==> src/rtl/pwm_multi_gen_if.sv <==
// rtl/pwm_multi_gen_if.sv - configuration and output bundle for the multi-channel PWM generator
interface pwm_multi_gen_if #(
  parameter int CNT_W = 8,
  parameter int CH    = 4
);
  logic                en_i;
  logic [CNT_W-1:0]    period_i;
  logic [CH*CNT_W-1:0] duty_i;
  logic                mode_i;
  logic                load_i;
  logic [CH-1:0]       pol_i;
  logic [CH-1:0]       pwm_o;
  logic [CNT_W-1:0]    cnt_o;
  logic                dir_o;
  logic                sync_o;
  logic                load_ack_o;

  modport master (
    output en_i, period_i, duty_i, mode_i, load_i, pol_i,
    input  pwm_o, cnt_o, dir_o, sync_o, load_ack_o
  );

  modport slave (
    input  en_i, period_i, duty_i, mode_i, load_i, pol_i,
    output pwm_o, cnt_o, dir_o, sync_o, load_ack_o
  );
endinterface

==> src/rtl/pwm_multi_gen.sv <==
// rtl/pwm_multi_gen.sv - shared-counter PWM generator, edge/center aligned, shadowed period/duty/mode
module pwm_multi_gen #(
  parameter int CNT_W = 8,
  parameter int CH    = 4
) (
  input logic           clk_i,
  input logic           rst_i,
  pwm_multi_gen_if.slave bus
);

  logic [CNT_W-1:0]    cnt_q, cnt_n;
  logic                dir_q, dir_n;
  logic [CNT_W-1:0]    period_q, period_n;
  logic [CH*CNT_W-1:0] duty_q, duty_n;
  logic                mode_q, mode_n;
  logic                pending_q;
  logic                running_q;
  logic [CH-1:0]       pwm_q, pwm_n;
  logic                sync_q, sync_n;
  logic                ack_q;
  logic                boundary;
  logic                apply;

  // Last cycle of the current period, judged against the active settings.
  always_comb begin
    boundary = 1'b0;
    if (mode_q && (period_q >= CNT_W'(2)))
      boundary = dir_q && (cnt_q == CNT_W'(1));
    else
      boundary = (cnt_q == period_q);
  end

  // Disabled: a request lands on the very next edge; enabled: only at the period boundary.
  assign apply = (pending_q | bus.load_i) & (bus.en_i ? boundary : 1'b1);

  always_comb begin
    cnt_n    = '0;
    dir_n    = 1'b0;
    period_n = apply ? bus.period_i : period_q;
    duty_n   = apply ? bus.duty_i   : duty_q;
    mode_n   = apply ? bus.mode_i   : mode_q;
    if (bus.en_i && running_q && !boundary) begin
      if (!mode_q) begin
        cnt_n = cnt_q + CNT_W'(1);
      end else if (!dir_q && (cnt_q != period_q)) begin
        cnt_n = cnt_q + CNT_W'(1);
      end else begin
        cnt_n = cnt_q - CNT_W'(1);
        dir_n = 1'b1;
      end
    end
    sync_n = bus.en_i && (cnt_n == '0);
    pwm_n  = bus.pol_i;
    if (bus.en_i) begin
      for (int k = 0; k < CH; k++)
        pwm_n[k] = (cnt_n < duty_n[k*CNT_W +: CNT_W]) ^ bus.pol_i[k];
    end
  end

  always_ff @(posedge clk_i or posedge rst_i) begin
    if (rst_i) begin
      cnt_q     <= '0;
      dir_q     <= 1'b0;
      period_q  <= '1;
      duty_q    <= '0;
      mode_q    <= 1'b0;
      pending_q <= 1'b0;
      running_q <= 1'b0;
      pwm_q     <= '0;
      sync_q    <= 1'b0;
      ack_q     <= 1'b0;
    end else begin
      cnt_q     <= cnt_n;
      dir_q     <= dir_n;
      period_q  <= period_n;
      duty_q    <= duty_n;
      mode_q    <= mode_n;
      pending_q <= apply ? 1'b0 : (pending_q | bus.load_i);
      running_q <= bus.en_i;
      pwm_q     <= pwm_n;
      sync_q    <= sync_n;
      ack_q     <= apply;
    end
  end

  assign bus.cnt_o      = cnt_q;
  assign bus.dir_o      = dir_q;
  assign bus.pwm_o      = pwm_q;
  assign bus.sync_o     = sync_q;
  assign bus.load_ack_o = ack_q;

endmodule

==> src/flat_wrapper.sv <==
// flat-port wrapper written by rule: the top's interface ports become plain ports
module pwm_multi_gen_flat 
#(
  parameter int CNT_W = 8,
  parameter int CH    = 4
)
  (clk_i, rst_i, bus_en_i, bus_period_i, bus_duty_i, bus_mode_i, bus_load_i, bus_pol_i, bus_pwm_o, bus_cnt_o, bus_dir_o, bus_sync_o, bus_load_ack_o);
  pwm_multi_gen_if #(.CNT_W(CNT_W), .CH(CH)) bus_i ();
  input logic clk_i;
  input logic rst_i;
  input wire logic [$bits(bus_i.en_i)-1:0] bus_en_i;
  input wire logic [$bits(bus_i.period_i)-1:0] bus_period_i;
  input wire logic [$bits(bus_i.duty_i)-1:0] bus_duty_i;
  input wire logic [$bits(bus_i.mode_i)-1:0] bus_mode_i;
  input wire logic [$bits(bus_i.load_i)-1:0] bus_load_i;
  input wire logic [$bits(bus_i.pol_i)-1:0] bus_pol_i;
  output wire logic [$bits(bus_i.pwm_o)-1:0] bus_pwm_o;
  output wire logic [$bits(bus_i.cnt_o)-1:0] bus_cnt_o;
  output wire logic [$bits(bus_i.dir_o)-1:0] bus_dir_o;
  output wire logic [$bits(bus_i.sync_o)-1:0] bus_sync_o;
  output wire logic [$bits(bus_i.load_ack_o)-1:0] bus_load_ack_o;
  assign bus_i.en_i = bus_en_i;
  assign bus_i.period_i = bus_period_i;
  assign bus_i.duty_i = bus_duty_i;
  assign bus_i.mode_i = bus_mode_i;
  assign bus_i.load_i = bus_load_i;
  assign bus_i.pol_i = bus_pol_i;
  assign bus_pwm_o = bus_i.pwm_o;
  assign bus_cnt_o = bus_i.cnt_o;
  assign bus_dir_o = bus_i.dir_o;
  assign bus_sync_o = bus_i.sync_o;
  assign bus_load_ack_o = bus_i.load_ack_o;
  pwm_multi_gen #(.CNT_W(CNT_W), .CH(CH)) u_core (.clk_i(clk_i), .rst_i(rst_i), .bus(bus_i));
endmodule
==> config.mk <==
export PLATFORM = sky130hd
export DESIGN_NAME = pwm_multi_gen_flat
export DESIGN_NICKNAME = d
export VERILOG_FILES = /design/src/rtl/pwm_multi_gen_if.sv /design/src/rtl/pwm_multi_gen.sv /design/src/flat_wrapper.sv
export SDC_FILE = /design/constraint.sdc
export NUM_CORES = 1
export LEC_CHECK = 0
export CORE_MARGIN = 3
export CORE_UTILIZATION = 58
export DETAILED_ROUTE_END_ITERATION = 16
export DONT_BUFFER_PORTS = 1
export PLACE_DENSITY = 0.75
export SETUP_SLACK_MARGIN = 0.3
export SKIP_LAST_GASP = 1
export SYNTH_ARGS = -nofsm -noshare
export SYNTH_HDL_FRONTEND = slang
export SYNTH_SLANG_ARGS = --single-unit
==> constraint.sdc <==
create_clock -name clk_i -period 3.9 [get_ports clk_i]
set_input_delay 0.975 -clock clk_i [delete_from_list [all_inputs] [get_ports clk_i]]
set_output_delay 0.975 -clock clk_i [all_outputs]
set_load 0.03 [all_outputs]
==> results.md <==
* Gpl congestion at 0.954
* Initial Util at 60.6%
* Height of the die at 85.1 microns
* Leak at 2.18 nW
* F_max at 263 MHz
* Outcome: finished, final reports clean
* Yosys cell types at 51
* Number of max-cap violations at 0
* Max-slew violations at 0
* Routed WL per cell at 20.8 microns
* Sequential cell area fraction in the yosys report at 40.3%
* First-pass GRT wire length at 14900 microns
* Top cells by count, synth: dfrtp_1 (50), inv_1 (41), nand2_1 (36)
* Gr usage total at 26.7%
* Cell Area, Synth at 0.00363 sq mm
* Clock Skew at 10.5 ps
* Final HPWL DP at 6800 microns
* Reg2reg start: u_core.bus.cnt_o[0]
* Worst-path clk slew at 70 ps
* Total gr overflow at 0
* Crit start category: flip-flop
* Final setup fails at 0
* Clock network latency to the later pin of the worst-skew pair at 340 ps
* Multi-input gate area at 0.00217 sq mm
* Hold slack at 468 ps
* Final worst path period share at 97.5%
* CTS tree: done
* CTS max path bufs at 2
* Slew @ Worst Pin at 711 ps
* Syn_nets at 452
* Critical path type: reg -> reg
* DRC Markers at 0
* Main synth FF type: dfrtp_1
* Clock Tree Root: clkbuf_8
* Ratio of cells with drive above 1 in the final layout at 26.0%
* Hold Fails Final Rpt at 0
* Synth Area in Simple Gates at 20.0%
* Total number of vias at 3132
* Die W at 85.1 microns
* CP max stage cell: dfrtp_1
* YS warnings at 0
* Initial drt markers at 200
* Worst-path fanout max at 7
* Cell with the most instances after synthesis: dfrtp_1
* CP Cell Sequence: xnor2_1 -> nand4_1 -> o21ai_2 -> a21oi_1 -> o211ai_1 -> nand2_8 -> buf_4 -> ha_1 -> a21o_1 -> a211oi_2 -> mux2i_1 -> nand2_1 -> or3b_1
* Hold Path Class: reg -> reg
* Final #Nets at 495
* Pwr dens at 383 mW/mm^2
* Hold path start: u_core.period_q[0]
* H-tree depth at 3
* TritonRoute pass-1 iters at 7
* Ports at 64
* Fillers at 404
* Critical path launch point: u_core.bus.cnt_o[0]
* Flops & latches, synth at 58
* Headroom to the max-slew limit at 52.5%
* Synth Area in Compound Gates at 12.2%
* Initial antenna violation count at 0
* Arrival @ worst endpoint at 4010 ps
* ANT cells at 0
* Max VDD drop at 0.271 mV
* Top-area cell type share of the netlist area at 34.5%
* Vias in the first global route at 3012
* Async set-reset flop share out of synthesis at 100%
* Largest family of logic cells by synthesized area: simple AND/OR/NAND/NOR gates
* Core area at 0.00599 sq mm
* Number of flops mapped to enable cells by yosys at 0
* Max incr delay on CP at 500 ps
* Clk sinks at 58
* I/O Buffers at 0
* Top cells by area, synth: dfrtp_1 (34%), ha_1 (11%), mux2i_1 (8.3%), dfstp_2 (5.8%), inv_1 (4.2%)
* Mux contribution to synthesized area at 8.89%
* Die ar. at 0.00724 sq mm
* Area delta synth->final at 22.8%
* DR vias/cell at 6.33
* Post-layout minimum cycle time at 3800 ps
* Worst Setup End Kind: flip-flop
* Unrepaired setup endpoints after global routing: yes
* Post-synthesis adder-cell area fraction at 10.7%
* Finished Core Util at 74.4%
* Required @ worst endpoint at 4110 ps
* Core Rows at 28
* Routed Antenna Nets at 0
* Synth Instances at 372
* Post-synthesis xor/xnor area fraction at 1.93%
* Setup TNS Final at 0 ps
* Largest net degree at the start of global routing at 35
* Register Area at 0.00146 sq mm
* Post-synth top area cell: dfrtp_1
* CTS buffer count at 9
* Post-Route WL at 10300 microns
* Hold-fix buffers, CTS at 0
* Mean Syn Cell Area at 9.76 sq um
[kinds of logic after synthesis]
kind of cell    Yosys count
xor+xnor                  8
simple gates            131
buf+inv                  51
mux                      32
compound gates           61
fa+ha+maj                31
flops                    58
[per-layer routing]
layer / vias to the layer above / wire, microns / track usage, %
met5: - / 0 / 0
met4: 0 / 356 / 9.93
met3: 38 / 746 / 8.06
met2: 158 / 5010 / 41.6
met1: 1510 / 4160 / 35.1
li1: 1426 / - / -
[cell usage in the layout (no fill, tap or decap), drive strengths merged, types with 2 or more instances in the layout]
cell type,synthesis,layout
nand3b,3,3
mux2i,30,30
a31oi,3,3
nor3,12,12
a21oi,11,11
nor4,3,3
or2,2,2
nand2,36,36
or3b,2,2
and4,4,4
buf,10,40
o211ai,10,10
nor2,17,17
nand4,10,10
o21ai,13,13
a211oi,5,5
nand3,18,18
o21a,3,3
mux2,2,2
clkbuf,0,15
nor3b,3,3
nor2b,2,2
or4,4,4
inv,41,41
a21o,4,4
dfrtp,50,50
or3,5,5
o2111ai,3,3
xnor2,8,8
and3,6,6
nand2b,3,3
ha,31,31
dfstp,8,8
clkinv,0,2
[power by group]
part | switching [mW] | internal [mW] | leakage [nW]
Sequential | 0.0667 | 0.692 | 0.687
Clock | 0.239 | 0.298 | 0.102
Combinational | 0.232 | 0.181 | 1.39
Total | 0.538 | 1.17 | 2.18
[through the flow]
step / cell area (sq um) / instances / setup slack [ps] / total power [mW]
floorplan: 3710 / 372 / 267 / 1.02
global placement: 3900 / 458 / 152 / 1.09
detailed placement: 3900 / 458 / 57.2 / 1.11
CTS: 4180 / 478 / 273 / 1.65
global route: 4460 / 495 / 7.69 / 1.79
finish: 4460 / 495 / 99.0 / 1.71
[worst paths after layout]
| path | end | slack [ps] | depth (start not counted) |
|---|---|---|---|
| min | u_core.period_q[0] | 470 | 2 |
| max | u_core.bus.pwm_o[0] | 100 | 13 |
| min reg2reg | u_core.period_q[0] | 470 | 2 |
| min in group asynchronous | u_core.duty_q[9] | 630 | 1 |
| max reg2reg | u_core.bus.pwm_o[0] | 100 | 13 |
| max in group asynchronous | u_core.bus.pwm_o[0] | 2480 | 2 |
[worst max-delay path, delay by kind of cell, from the launching register on]
family                   cells  cell delay [ps]
multiplexers                 1              260
buffers and inverters        1              170
AND/OR/NAND/NOR              4              870
flip-flops                   1              500
adder cells (fa/ha/maj)      1              180
AO/OA/AOI/OAI                5             1440
XOR/XNOR                     1              250
[repair_timing]
action / 4_1_cts / 5_1_grt
endpoints found under the setup margin: 4 / 4
setup buffers: 3 / 17
cloned: 1 / 0
gates resized for setup: 7 / 24
pin swaps: 2 / 15
[state kept, by name (all words and copies together), names as in the netlist]
name and count:
u_core.bus.cnt_o 8, u_core.bus.dir_o 1, u_core.bus.load_ack_o 1, u_core.bus.pwm_o 4, u_core.bus.sync_o 1, u_core.duty_q 32, u_core.mode_q 1, u_core.pending_q 1
u_core.period_q 8, u_core.running_q 1
[area by class of cell]
cell class                      instances  share of cell area [%]
Clock inverter                          2                   0.225
Multi-Input combinational cell        263                    48.8
Inverter                               41                    3.45
Tap cell                               75                    2.11
Clock buffer                           14                    4.10
Sequential cell                        58                    32.8
Timing Repair Buffer                   42                    8.51
Power figures use the tool's default switching activity.
